## src/rtl/arith_pkg.sv

```systemverilog
// Shared definitions for the sequential arithmetic units (multiplier and divider).
// Both units use the same one-hot controller encoding, so one controller can drive either.
package arith_pkg;

  // One-hot controller states, common to the multiplier and the divider.
  localparam logic [3:0] IDLE = 4'b0001;
  localparam logic [3:0] LOAD = 4'b0010;
  localparam logic [3:0] EXEC = 4'b0100;
  localparam logic [3:0] DONE = 4'b1000;

  typedef logic [3:0] state_t;

  // Width of an iteration counter that must hold values 0..n-1.
  function automatic int cnt_width(input int n);
    return (n < 2) ? 1 : $clog2(n);
  endfunction

endpackage

```

## src/rtl/div_step.sv

```systemverilog
// One restoring-division iteration.
// The remainder is shifted left and receives the dividend MSB. The divisor is
// subtracted when it fits, and the quotient bit is shifted in from the right.
module div_step #(
  parameter int N = 4
) (
  input  logic [N-1:0] r_i,
  input  logic [N-1:0] q_i,
  input  logic [N-1:0] d_i,
  output logic [N-1:0] r_o,
  output logic [N-1:0] q_o
);

  logic [N:0] t;

  // Compare and subtract on N+1 bits: the shifted remainder can reach 2*D-1.
  always_comb begin
    t = {r_i, q_i[N-1]};
    if (t >= {1'b0, d_i}) begin
      r_o = N'(t - {1'b0, d_i});
      q_o = {q_i[N-2:0], 1'b1};
    end else begin
      r_o = t[N-1:0];
      q_o = {q_i[N-2:0], 1'b0};
    end
  end

endmodule

```

## src/rtl/seq_divider.sv

```systemverilog
// Sequential unsigned restoring divider. It produces one quotient bit per clock.
//
// Handshake: start is sampled only in IDLE. ready is a level. It drops on the
// edge that accepts start, and it rises on the edge that publishes the results.
// It then stays high until the next start is accepted. A start held high is
// not queued. It is seen again only once the FSM is back in IDLE.
//
// R is held as N bits. After each step the remainder is smaller than D, so its
// (N+1)-th bit is always zero between iterations. The (N+1)-bit width is needed
// only inside the step, for the compare and the subtract.
module seq_divider
  import arith_pkg::*;
#(
  parameter int N = 4
) (
  input  logic         clk,
  input  logic         rst,
  input  logic         start,
  input  logic [N-1:0] dividend,
  input  logic [N-1:0] divisor,
  output logic         ready,
  output logic [N-1:0] quotient,
  output logic [N-1:0] remainder,
  output logic         div_by_zero,
  output logic [3:0]   state_dbg
);

  localparam int CW = cnt_width(N);

  state_t         state_q, state_d;
  logic [N-1:0]   q_q, q_d;
  logic [N-1:0]   r_q, r_d;
  logic [N-1:0]   d_q, d_d;
  logic [CW-1:0]  cnt_q, cnt_d;
  logic           dz_q, dz_d;
  logic [N-1:0]   quotient_q, quotient_d;
  logic [N-1:0]   remainder_q, remainder_d;
  logic           ready_q, ready_d;
  logic           dbz_q, dbz_d;
  logic [N-1:0]   step_r, step_q;

  div_step #(.N(N)) u_step (
    .r_i (r_q),
    .q_i (q_q),
    .d_i (d_q),
    .r_o (step_r),
    .q_o (step_q)
  );

  // State register.
  always_ff @(posedge clk or posedge rst) begin
    if (rst) state_q <= IDLE;
    else     state_q <= state_d;
  end

  // Next-state logic. A zero divisor skips EXEC.
  always_comb begin
    state_d = state_q;
    case (state_q)
      IDLE:    if (start) state_d = LOAD;
      LOAD:    state_d = (divisor == '0) ? DONE : EXEC;
      EXEC:    if (cnt_q == '0) state_d = DONE;
      DONE:    state_d = IDLE;
      default: state_d = IDLE;
    endcase
  end

  // Datapath and result registers.
  always_ff @(posedge clk or posedge rst) begin
    if (rst) begin
      q_q         <= '0;
      r_q         <= '0;
      d_q         <= '0;
      cnt_q       <= '0;
      dz_q        <= 1'b0;
      quotient_q  <= '0;
      remainder_q <= '0;
      ready_q     <= 1'b0;
      dbz_q       <= 1'b0;
    end else begin
      q_q         <= q_d;
      r_q         <= r_d;
      d_q         <= d_d;
      cnt_q       <= cnt_d;
      dz_q        <= dz_d;
      quotient_q  <= quotient_d;
      remainder_q <= remainder_d;
      ready_q     <= ready_d;
      dbz_q       <= dbz_d;
    end
  end

  // Datapath next values for each controller state.
  always_comb begin
    q_d         = q_q;
    r_d         = r_q;
    d_d         = d_q;
    cnt_d       = cnt_q;
    dz_d        = dz_q;
    quotient_d  = quotient_q;
    remainder_d = remainder_q;
    ready_d     = ready_q;
    dbz_d       = dbz_q;
    case (state_q)
      IDLE: begin
        if (start) begin
          ready_d = 1'b0;
          dbz_d   = 1'b0;
        end
      end
      LOAD: begin
        q_d   = dividend;
        d_d   = divisor;
        r_d   = '0;
        cnt_d = CW'(N - 1);
        dz_d  = (divisor == '0);
      end
      EXEC: begin
        q_d = step_q;
        r_d = step_r;
        if (cnt_q != '0) cnt_d = cnt_q - CW'(1);
      end
      DONE: begin
        ready_d = 1'b1;
        if (dz_q) begin
          // EXEC never ran, so Q still holds the dividend captured in LOAD.
          quotient_d  = '1;
          remainder_d = q_q;
          dbz_d       = 1'b1;
        end else begin
          quotient_d  = q_q;
          remainder_d = r_q;
        end
      end
      default: ;
    endcase
  end

  assign ready       = ready_q;
  assign quotient    = quotient_q;
  assign remainder   = remainder_q;
  assign div_by_zero = dbz_q;
  assign state_dbg   = state_q;

endmodule
```

## config.mk

```make
export PLATFORM = sky130hd
export DESIGN_NAME = seq_divider
export DESIGN_NICKNAME = d
export VERILOG_FILES = /design/src/rtl/arith_pkg.sv /design/src/rtl/div_step.sv /design/src/rtl/seq_divider.sv
export SDC_FILE = /design/constraint.sdc
export NUM_CORES = 1
export LEC_CHECK = 0
export ABC_CLOCK_PERIOD_IN_PS = 5210
export BUFFER_PORTS_ARGS = -buffer_cell sky130_fd_sc_hd__buf_2
export CELL_PAD_IN_SITES_DETAIL_PLACEMENT = 0
export CELL_PAD_IN_SITES_GLOBAL_PLACEMENT = 2
export CORE_UTILIZATION = 38
export CTS_CLUSTER_DIAMETER = 60
export CTS_CLUSTER_SIZE = 10
export DETAILED_ROUTE_END_ITERATION = 16
export GPL_TIMING_DRIVEN = 0
export PLACE_DENSITY_LB_ADDON = 0.3
export SYNTH_ARGS = -nofsm -noshare
export SYNTH_HDL_FRONTEND = slang
export SYNTH_HIERARCHICAL = 1
export SYNTH_SLANG_ARGS = --single-unit
export TNS_END_PERCENT = 100
```

## constraint.sdc

```tcl
create_clock -name clk -period 5.21 [get_ports clk]
set_input_delay 0.2605 -clock clk [delete_from_list [all_inputs] [get_ports clk]]
set_output_delay 0.2605 -clock clk [all_outputs]
set_load 0.01 [all_outputs]
```

==> flow_summary.toml <==
[grt]
grt_pass1_vias = 1082
top_usage_layer = "met2"
grt_util_met2_pct = 24.0
grtUsageMet1_pct = 21.7
grt_usage_pct = 16.2
grt_overflow = 0
grt_max_degree = 30
antenna_found_initial = 0
grt_util_met3_pct = 5.73
grt_pass1_wl_um = 5170

[finish]
flow.area_growth_from_synthesis_pct = 16.9
final.fill_count = 361
drive_gt1_share_pct = 30.6
utilization_pct = 47.8
layout.nets = 189
stdcell_count = 221
diodes = 0

[timing]
min_period_over_period_pct = 35.4
hold_viol = 0
setup_viol = 0
report.final.slew_viol_count = 0
fin_skew_ns = 0.00550
slew-limit-headroom_pct = 27.1
fin_crit_ns = 1.84
fmax_mhz = 543
setup_ws_ns = 3.37
max_slew.worst_pin.slew_ns = 1.09
rsz0062_at_grt = "no"
setup_tns_ns = 0

[die]
rows = 22
core_area_um2 = 3770
fp.dieW_um = 65.7
ios = 25
die_h_um = 65.7
start_util_pct = 40.9
die_area_um2 = 4320

[clocking]
cts.path.max_buffers = 2
cts_sinks = 29
clkTransAtPathRegs_ns = 0.06
ctsRootBufferMaster = "clkbuf_8"
cts_tree = "done"
cts_resized = 0
h-tree-depth = 2
cts-hold-fix-buffers = 0
cts_buffers = 5
clock_latency_ns = 0.27
post_cts_buffers = 0

[synth]
synth-main-ff-cell = "dfrtp_1"
synthCells = 141
synth_cell_types = 34
synth_area_per_cell_um2 = 10.9
yosys-top-cells-count = "dfrtp_1, nor2_1, inv_1"
synth-edff-count = 0
synth_top_area_cell = "dfrtp_1"
async_flop_share_pct = 100
synth_compound_area_share_pct = 11.8
synth-simple-area-share_pct = 16.9
synthTopCellsByArea = "dfrtp_1, mux2i_1, nor2_1, nor4b_4, ha_1"
synth-adder-area-share_pct = 5.36
synth_top_area_share_pct = 45.5
syn-num-nets = 158
synth_top_family_by_area = "simple AND/OR/NAND/NOR gates"
syn_area_um2 = 1540
synth_mux_area_share_pct = 11.7
synth_warnings = 6
ys_seq_area_share_pct = 47.2
ys_seq_elements = 29
synth_xor_xnor_area_share_pct = 0.568
yosysMostFrequentCell = "dfrtp_1"

[flow_run]
maxCapViolations = 0

[route]
wl_per_cell_um = 13.1
ant_nets = 0
drc = 0
drt-initial-drc-count = 22
drt-pass1-iter-count = 4
vias_per_cell = 5.05
vias = 1117
wirelength_um = 2900

[place]
dp_hpwl_um = 2150
port_buffers = 24
pre_cts_slack_ns = 3.37
placed_cells = 213
gp_congestion = 0.853

[setup_path]
cp.required_ns = 5.37
arrival_ns = 2.00
start_kind = "flip-flop"
r2r-start = "r_q[1]"
cp_max_fo = 4
crit_start = "r_q[1]"
crit_path_end_kind = "flip-flop"
crit_type = "reg2reg"

[pwr]
cellLeakagePower_uw = 0.000890
power_uw = 1030
power_density_nw_per_um2 = 574
ir_worst_vdd_mv = 0.230

[hold_path]
hp-start = "divisor[2]"
hold_path_class = "in2reg"

[run_status]
status = "finished clean"
metrics by stage:
stage,instance area [um^2],hold slack [ns]
finish,1800,0.241
global route,1800,0.232
CTS,1800,0.234
detailed placement,1720,0.461
global placement,1720,0.455
floorplan,1540,0.338
path summary, 6_finish.rpt:
check | to | slack [ns] | cells after the start
setup reg to reg | r_q[2] | 3.37 | 6
min in group asynchronous | quotient[1] | 0.25 | 2
setup / recovery | r_q[2] | 3.37 | 6
max in group asynchronous | r_q[1] | 4.29 | 2
hold reg to reg | ready | 0.47 | 1
hold / removal | d_q[2] | 0.24 | 2
cells in the final DEF (no fill, tap or decap), drive strengths merged:
cell type  count
and3b          1
nor3           2
nor4b          4
a21oi         10
ha             5
nand2          9
nor4           1
nor2b          1
o311ai         1
mux2i         12
dfstp          1
mux2           5
nand2b         1
and2b          1
o21bai         1
nand4          1
buf           30
a21o           2
dfrtp         28
clkbuf         9
xnor2          1
a22o           4
inv           13
o21ai          7
nor2          22
fa             1
cell type report:
cell class / count / area (um^2) / share of cell area (%)
clock buffer: 8 / 80.1 / 4.44
sequential: 29 / 727 / 40.3
timing repair buffer: 24 / 120 / 6.67
buffer: 7 / 52.6 / 2.92
tap: 48 / 60.1 / 3.33
inverter: 13 / 48.8 / 2.71
multi-input combinational: 92 / 713 / 39.6
critical path, stage by stage (launching register included):
cell and delay, ns:
dfrtp_1 0.42, ha_1 0.38, nand4_1 0.14, nand2_2 0.08, nor2_4 0.19, mux2_4 0.32, a22o_1 0.20
layer usage:
layer / wire length [um] / part of all wire [%] / vias up
met5: 0 / 0 / -
met4: 17 / 0.59 / 0
met3: 122 / 4.2 / 2
met2: 1310 / 45 / 26
met1: 1450 / 50 / 548
li1: - / - / 541
sequential cells by signal (all words and copies together), names as in the netlist:
name / flops
q_q: 4
r_q: 4
div_by_zero: 1
state_dbg: 4
dz_q: 1
ready: 1
remainder: 4
quotient: 4
cnt_q: 2
d_q: 4
cells by family (layout without fill, tap and decap cells):
| group | after synthesis | in the layout |
|---|---|---|
| AOI/OAI and AO/OA | 25 | 25 |
| xor gates and xnor gates | 1 | 1 |
| adders and majority gates | 6 | 6 |
| buffers and inverters | 20 | 52 |
| DFF | 29 | 29 |
| muxes | 17 | 17 |
| and+or+nand+nor | 43 | 43 |
power by group:
part | internal [uW] | switching, uW
sequential | 301 | 84.3
clock | 94.6 | 77.4
combinational | 238 | 239
No activity file was read; power rests on OpenSTA's default activity.
